**src/rtl/fwd_pkg.sv**
```systemverilog
// Shared types and select encodings for the forwarding / load-use hazard unit.
package fwd_pkg;

    localparam int REG_W = 5;

    localparam logic [1:0] FWD_RF  = 2'b00;
    localparam logic [1:0] FWD_MEM = 2'b01;
    localparam logic [1:0] FWD_WB  = 2'b10;

    typedef struct packed {
        logic             valid;
        logic [REG_W-1:0] rd;
        logic             regwrite;
        logic             memread;
    } stage_entry_t;

    // Newest producer wins; a load in EX cannot forward (it stalls instead).
    function automatic logic [1:0] fwd_select(input logic bubble, input logic ex_hit,
                                              input logic ex_load, input logic mem_hit);
        if (bubble)                return FWD_RF;
        else if (ex_hit && !ex_load) return FWD_MEM;
        else if (mem_hit)          return FWD_WB;
        else                       return FWD_RF;
    endfunction

endpackage

```
**src/rtl/fwd_match.sv**
```systemverilog
// Combinational producer match: does this pipeline entry write the register being read?
module fwd_match
    import fwd_pkg::*;
(
    input  logic [REG_W-1:0] src_i,
    input  logic             use_i,
    input  stage_entry_t     entry_i,
    output logic             hit_o
);

    logic unused_memread;
    assign unused_memread = entry_i.memread;

    assign hit_o = use_i && entry_i.valid && entry_i.regwrite &&
                   (entry_i.rd != '0) && (entry_i.rd == src_i);

endmodule

```
**src/rtl/fwd_hazard_unit.sv**
```systemverilog
// Tracks EX/MEM/WB destination ownership, registers ALU operand selects,
// raises the load-use stall and keeps a saturating stall counter.
module fwd_hazard_unit #(
    parameter int REG_W = fwd_pkg::REG_W,
    parameter int CNT_W = 16
) (
    input  logic             clk_i,
    input  logic             rst_i,
    input  logic             id_valid_i,
    input  logic [REG_W-1:0] id_rs_i,
    input  logic [REG_W-1:0] id_rt_i,
    input  logic             id_use_rs_i,
    input  logic             id_use_rt_i,
    input  logic [REG_W-1:0] id_rd_i,
    input  logic             id_regwrite_i,
    input  logic             id_memread_i,
    input  logic             flush_i,
    output logic [1:0]       fwd_a_o,
    output logic [1:0]       fwd_b_o,
    output logic             stall_o,
    output logic [CNT_W-1:0] stall_cnt_o
);
    import fwd_pkg::*;

    stage_entry_t     ex_q, mem_q, wb_q, ex_d;
    logic [1:0]       fwd_a_q, fwd_a_d, fwd_b_q, fwd_b_d;
    logic [CNT_W-1:0] stall_cnt_q, stall_cnt_d;
    logic             ex_hit_a, ex_hit_b, mem_hit_a, mem_hit_b, lu_hit_a, lu_hit_b;
    logic             stall, bubble;

    fwd_match u_ex_a  (.src_i(id_rs_i), .use_i(id_use_rs_i), .entry_i(ex_q),  .hit_o(ex_hit_a));
    fwd_match u_ex_b  (.src_i(id_rt_i), .use_i(id_use_rt_i), .entry_i(ex_q),  .hit_o(ex_hit_b));
    fwd_match u_mem_a (.src_i(id_rs_i), .use_i(id_use_rs_i), .entry_i(mem_q), .hit_o(mem_hit_a));
    fwd_match u_mem_b (.src_i(id_rt_i), .use_i(id_use_rt_i), .entry_i(mem_q), .hit_o(mem_hit_b));
    fwd_match u_lu_a  (.src_i(id_rs_i), .use_i(id_use_rs_i), .entry_i(ex_q),  .hit_o(lu_hit_a));
    fwd_match u_lu_b  (.src_i(id_rt_i), .use_i(id_use_rt_i), .entry_i(ex_q),  .hit_o(lu_hit_b));

    assign stall  = id_valid_i && !flush_i && ex_q.memread && (lu_hit_a || lu_hit_b);
    assign bubble = stall || flush_i || !id_valid_i;

    always_comb begin
        ex_d = '0;
        if (!bubble) begin
            ex_d.valid    = 1'b1;
            ex_d.rd       = id_rd_i;
            ex_d.regwrite = id_regwrite_i;
            ex_d.memread  = id_memread_i;
        end
    end

    assign fwd_a_d     = fwd_select(bubble, ex_hit_a, ex_q.memread, mem_hit_a);
    assign fwd_b_d     = fwd_select(bubble, ex_hit_b, ex_q.memread, mem_hit_b);
    assign stall_cnt_d = (stall && (stall_cnt_q != '1)) ? stall_cnt_q + CNT_W'(1) : stall_cnt_q;

    always_ff @(posedge clk_i or negedge rst_i) begin
        if (!rst_i) begin
            ex_q        <= '0;
            mem_q       <= '0;
            wb_q        <= '0;
            fwd_a_q     <= FWD_RF;
            fwd_b_q     <= FWD_RF;
            stall_cnt_q <= '0;
        end else begin
            ex_q        <= ex_d;
            mem_q       <= ex_q;
            wb_q        <= mem_q;
            fwd_a_q     <= fwd_a_d;
            fwd_b_q     <= fwd_b_d;
            stall_cnt_q <= stall_cnt_d;
        end
    end

    // WB ownership is tracked but never consumed: the register file is write-first.
    logic unused_wb;
    assign unused_wb = ^wb_q;

    assign fwd_a_o     = fwd_a_q;
    assign fwd_b_o     = fwd_b_q;
    assign stall_o     = stall;
    assign stall_cnt_o = stall_cnt_q;

endmodule
```
**config.mk**
```make
export PLATFORM = sky130hd
export DESIGN_NAME = fwd_hazard_unit
export DESIGN_NICKNAME = d
export VERILOG_FILES = /design/src/rtl/fwd_pkg.sv /design/src/rtl/fwd_match.sv /design/src/rtl/fwd_hazard_unit.sv
export SDC_FILE = /design/constraint.sdc
export NUM_CORES = 1
export LEC_CHECK = 0
export BUFFER_PORTS_ARGS = -buffer_cell sky130_fd_sc_hd__buf_4
export CAP_MARGIN = 20
export CORE_ASPECT_RATIO = 0.5
export CORE_MARGIN = 1
export CORE_UTILIZATION = 52
export CTS_CLUSTER_SIZE = 14
export DETAILED_ROUTE_END_ITERATION = 12
export PLACE_DENSITY = 0.79
export SLEW_MARGIN = 10
export SYNTH_ARGS = -nofsm -noshare
export SYNTH_HDL_FRONTEND = slang
export SYNTH_SLANG_ARGS = --single-unit
```
**constraint.sdc**
```tcl
create_clock -name clk_i -period 2.6 [get_ports clk_i]
set_clock_uncertainty 0.15 [all_clocks]
set_input_delay 0.26 -clock clk_i [delete_from_list [all_inputs] [get_ports clk_i]]
set_output_delay 0.26 -clock clk_i [all_outputs]
set_load 0.05 [all_outputs]
```
==> flow_summary.ini <==
[timing]
slew_headroom = 0.7043
finalCriticalPeriod_ps = 2269
fmaxAchievable_mhz = 440.7
tns_ps = 0
hold_viol = 0
tightest_slew_ps = 437.5
slew_viol_final = 0
rsz0062_at_grt = false
setup_violations = 0
period_share = 0.8727

[clock_tree]
htree_levels = 2
root_buffer = clkbuf_8
cts_tree = yes
cts_buffer_depth = 2
clk_transition_reported_paths_ps = 80
clk_latency_ps = 290
cts_buffers = 5
clock-sinks = 35

[detailed_routing]
via_per_inst = 5.280
antenna_left = 0
drt_iter0_drc = 59
detail_route.wl_per_cell_um = 14.84
vias = 1246
drcViolationCount = 0
first_pass_iters = 4
routed_wl_mm = 3.503

[grt]
grtUsageTotal = 0.2107
grt_pass1_vias = 1211
grt_pass1_wl_mm = 5.582
antenna_found_initial = 0
grt-ovfl-total = 0
grt_max_degree = 36

[critical_path]
crit_fanout = 16
cp-start-kind = flip-flop
arrival_ps = 1860
cp_data_required_time_ps = 2190
path_class = flip-flop to output pin
r2r_cells = 6
crit_path_end_kind = output pin

[logic_synthesis]
synth_nets = 171
synth_area_um2 = 1719
synth.distinct_cells = 39
ys.warnings.count = 0
netlist_instances = 147
yosys.area.top_type = dfrtp_1
synth-seq-area-share = 0.5095
synth_area_leaders = dfrtp_1 51%, xor2_1 15%, and2_1 2.9%
yosys.area.top_type_share = 0.5095
ys_ff_latch = 35
syn_avg_cell_area_um2 = 11.69

[power_and_ir_drop]
p_clk_frac = 0.476
switchingPower_w = 0.0002492
cellLeakagePower_nw = 1.135
ir_drop_mv = 0.3251
powerDensity_nw_per_um2 = 554.6
switching_share = 0.2030
p_comb_frac = 0.065
power_w = 0.001227
seq_power_share = 0.459
p_int_w = 0.0009783

[run]
maxCapViolCount = 0

[final_layout]
final_common_cell = buf_4
antenna_cells = 0
fillCellCount = 237
drive_above_1_share = 0.3316
nNetsFinal = 219
design_area_um2 = 2213
final_cell_mix = 43 x buf_4, 35 x dfrtp_1, 30 x xor2_1
synthToLayoutAreaGrowth_pct = 28.75

[place]
placed_cell_area_um2 = 2066
gp_congestion = 0.8785
io_buffers = 43
dp_hpwl_mm = 2.533

[floorplanning]
die_h_um = 42.66
start_util = 0.5608
fp.dieW_um = 83.32
rows = 14
ios = 44
core_area_um2 = 3065
dieArea_um2 = 3554

[min_path]
min_path_cells = 2
hp-class = input pin to flip-flop

[run_status]
status = finished clean
==> routing by layer <==
| metal | track usage | part of all wire |
|---|---|---|
| met1 | 0.2713 | 0.45 |
| met2 | 0.3410 | 0.49 |
| met3 | 0.05642 | 0.051 |
| met4 | 0.09655 | 0.016 |
| met5 | 0 | 0 |
==> state kept, by name, summed over array words and instances (netlist names) <==
register and flops:
fwd_b_o 2, ex_q 8, mem_q 7, fwd_a_o 2, stall_cnt_o 16
==> cell families (layout without fill, tap and decap cells) <==
logic type	Yosys count	after routing	share of synthesized area
AO/OA/AOI/OAI	8	8	0.05022
XOR/XNOR	34	34	0.1732
adder cells (fa/ha/maj)	1	1	0.007277
buffers and inverters	3	52	0.01528
flip-flops	35	35	0.5095
multiplexers	2	2	0.01528
AND/OR/NAND/NOR	64	64	0.2293
==> synth_stat cells <==
| cell | number |
|---|---|
| a2111oi_1 | 1 |
| a2111oi_2 | 1 |
| a21oi_2 | 1 |
| and2_1 | 8 |
| and2_4 | 1 |
| and3_1 | 2 |
| and3_2 | 2 |
| buf_6 | 2 |
| clkbuf_1 | 1 |
| dfrtp_1 | 35 |
| ha_1 | 1 |
| mux2_2 | 1 |
| mux2_4 | 1 |
| nand2_1 | 10 |
| nand2b_1 | 1 |
| nand3_1 | 7 |
| nand3_2 | 1 |
| nand4_1 | 1 |
| nor2_1 | 4 |
| nor2_2 | 2 |
| nor2b_1 | 1 |
| nor3_1 | 7 |
| nor3b_1 | 3 |
| nor4_1 | 6 |
| nor4_2 | 1 |
| nor4_4 | 1 |
| nor4b_1 | 1 |
| nor4b_2 | 1 |
| o2111ai_1 | 1 |
| o21a_1 | 1 |
| o21bai_4 | 1 |
| o311a_1 | 1 |
| o31ai_1 | 1 |
| or2_1 | 1 |
| or2_2 | 1 |
| or3_1 | 1 |
| or4_1 | 1 |
| xnor2_1 | 4 |
| xor2_1 | 30 |
==> critical path, cell delays in order (launching register included) <==
cell and delay [ps]:
dfrtp_1 430, xor2_1 190, nor4_1 70, and3_2 230, nor2_4 380, nor2_1 70
buf_4 200
==> power groups by stage <==
stage / clock network [W] / registers [W] / logic (W)
after floorplan: 0 / 0.000572 / 0.0000320
after global routing: 0.000613 / 0.000564 / 0.0000883
final: 0.000584 / 0.000564 / 0.0000801
after global placement: 0 / 0.000573 / 0.0000773
after detailed placement: 0 / 0.000574 / 0.0000791
after CTS: 0.000591 / 0.000563 / 0.0000811
==> repair_timing <==
action                     4_1_cts  5_1_grt
setup buffers                    0        0
setup endpoints to repair        0        1
hold endpoints to repair        35        0
gates resized for setup          0        1
hold buffers                     1        0
==> final timing paths <==
kind / startpoint / slack (ps) / to
worst min register to register: ex_q[1]$_DFF_PN0_ / 250 / mem_q[1]$_DFF_PN0_
worst max register to register: ex_q[3]$_DFF_PN0_ / 430 / stall_cnt_o[1]$_DFFE_PN0P_
worst max-delay path: ex_q[2]$_DFF_PN0_ / 330 / stall_o
worst min-delay path: id_rd_i[2] / 20 / ex_q[4]$_DFF_PN0_
min in group asynchronous: rst_i / 300 / fwd_b_o[1]$_DFF_PN0_
max in group asynchronous: rst_i / 1680 / stall_cnt_o[6]$_DFFE_PN0P_
==> final cells by class <==
cell class,instances,area [µm²],area share
Timing Repair Buffer,44,332.8,0.1504
Sequential cell,35,875.8,0.3957
Clock buffer,6,72.57,0.03279
Tap cell,40,50.05,0.02261
Multi-Input combinational cell,109,822.0,0.3714
Clock inverter,2,60.06,0.02713
==> metrics by stage <==
stage,utilization,cells,worst slack (ps),hold slack (ps)
global route,0.7220,236,198.6,25.05
detailed placement,0.6739,227,384.3,86.81
floorplan,-,147,294.5,-185.6
global placement,0.6739,227,403.2,81.27
CTS,0.7204,236,86.36,19.85
finish,0.7220,236,330.9,23.92
Power figures use the tool's default switching activity.
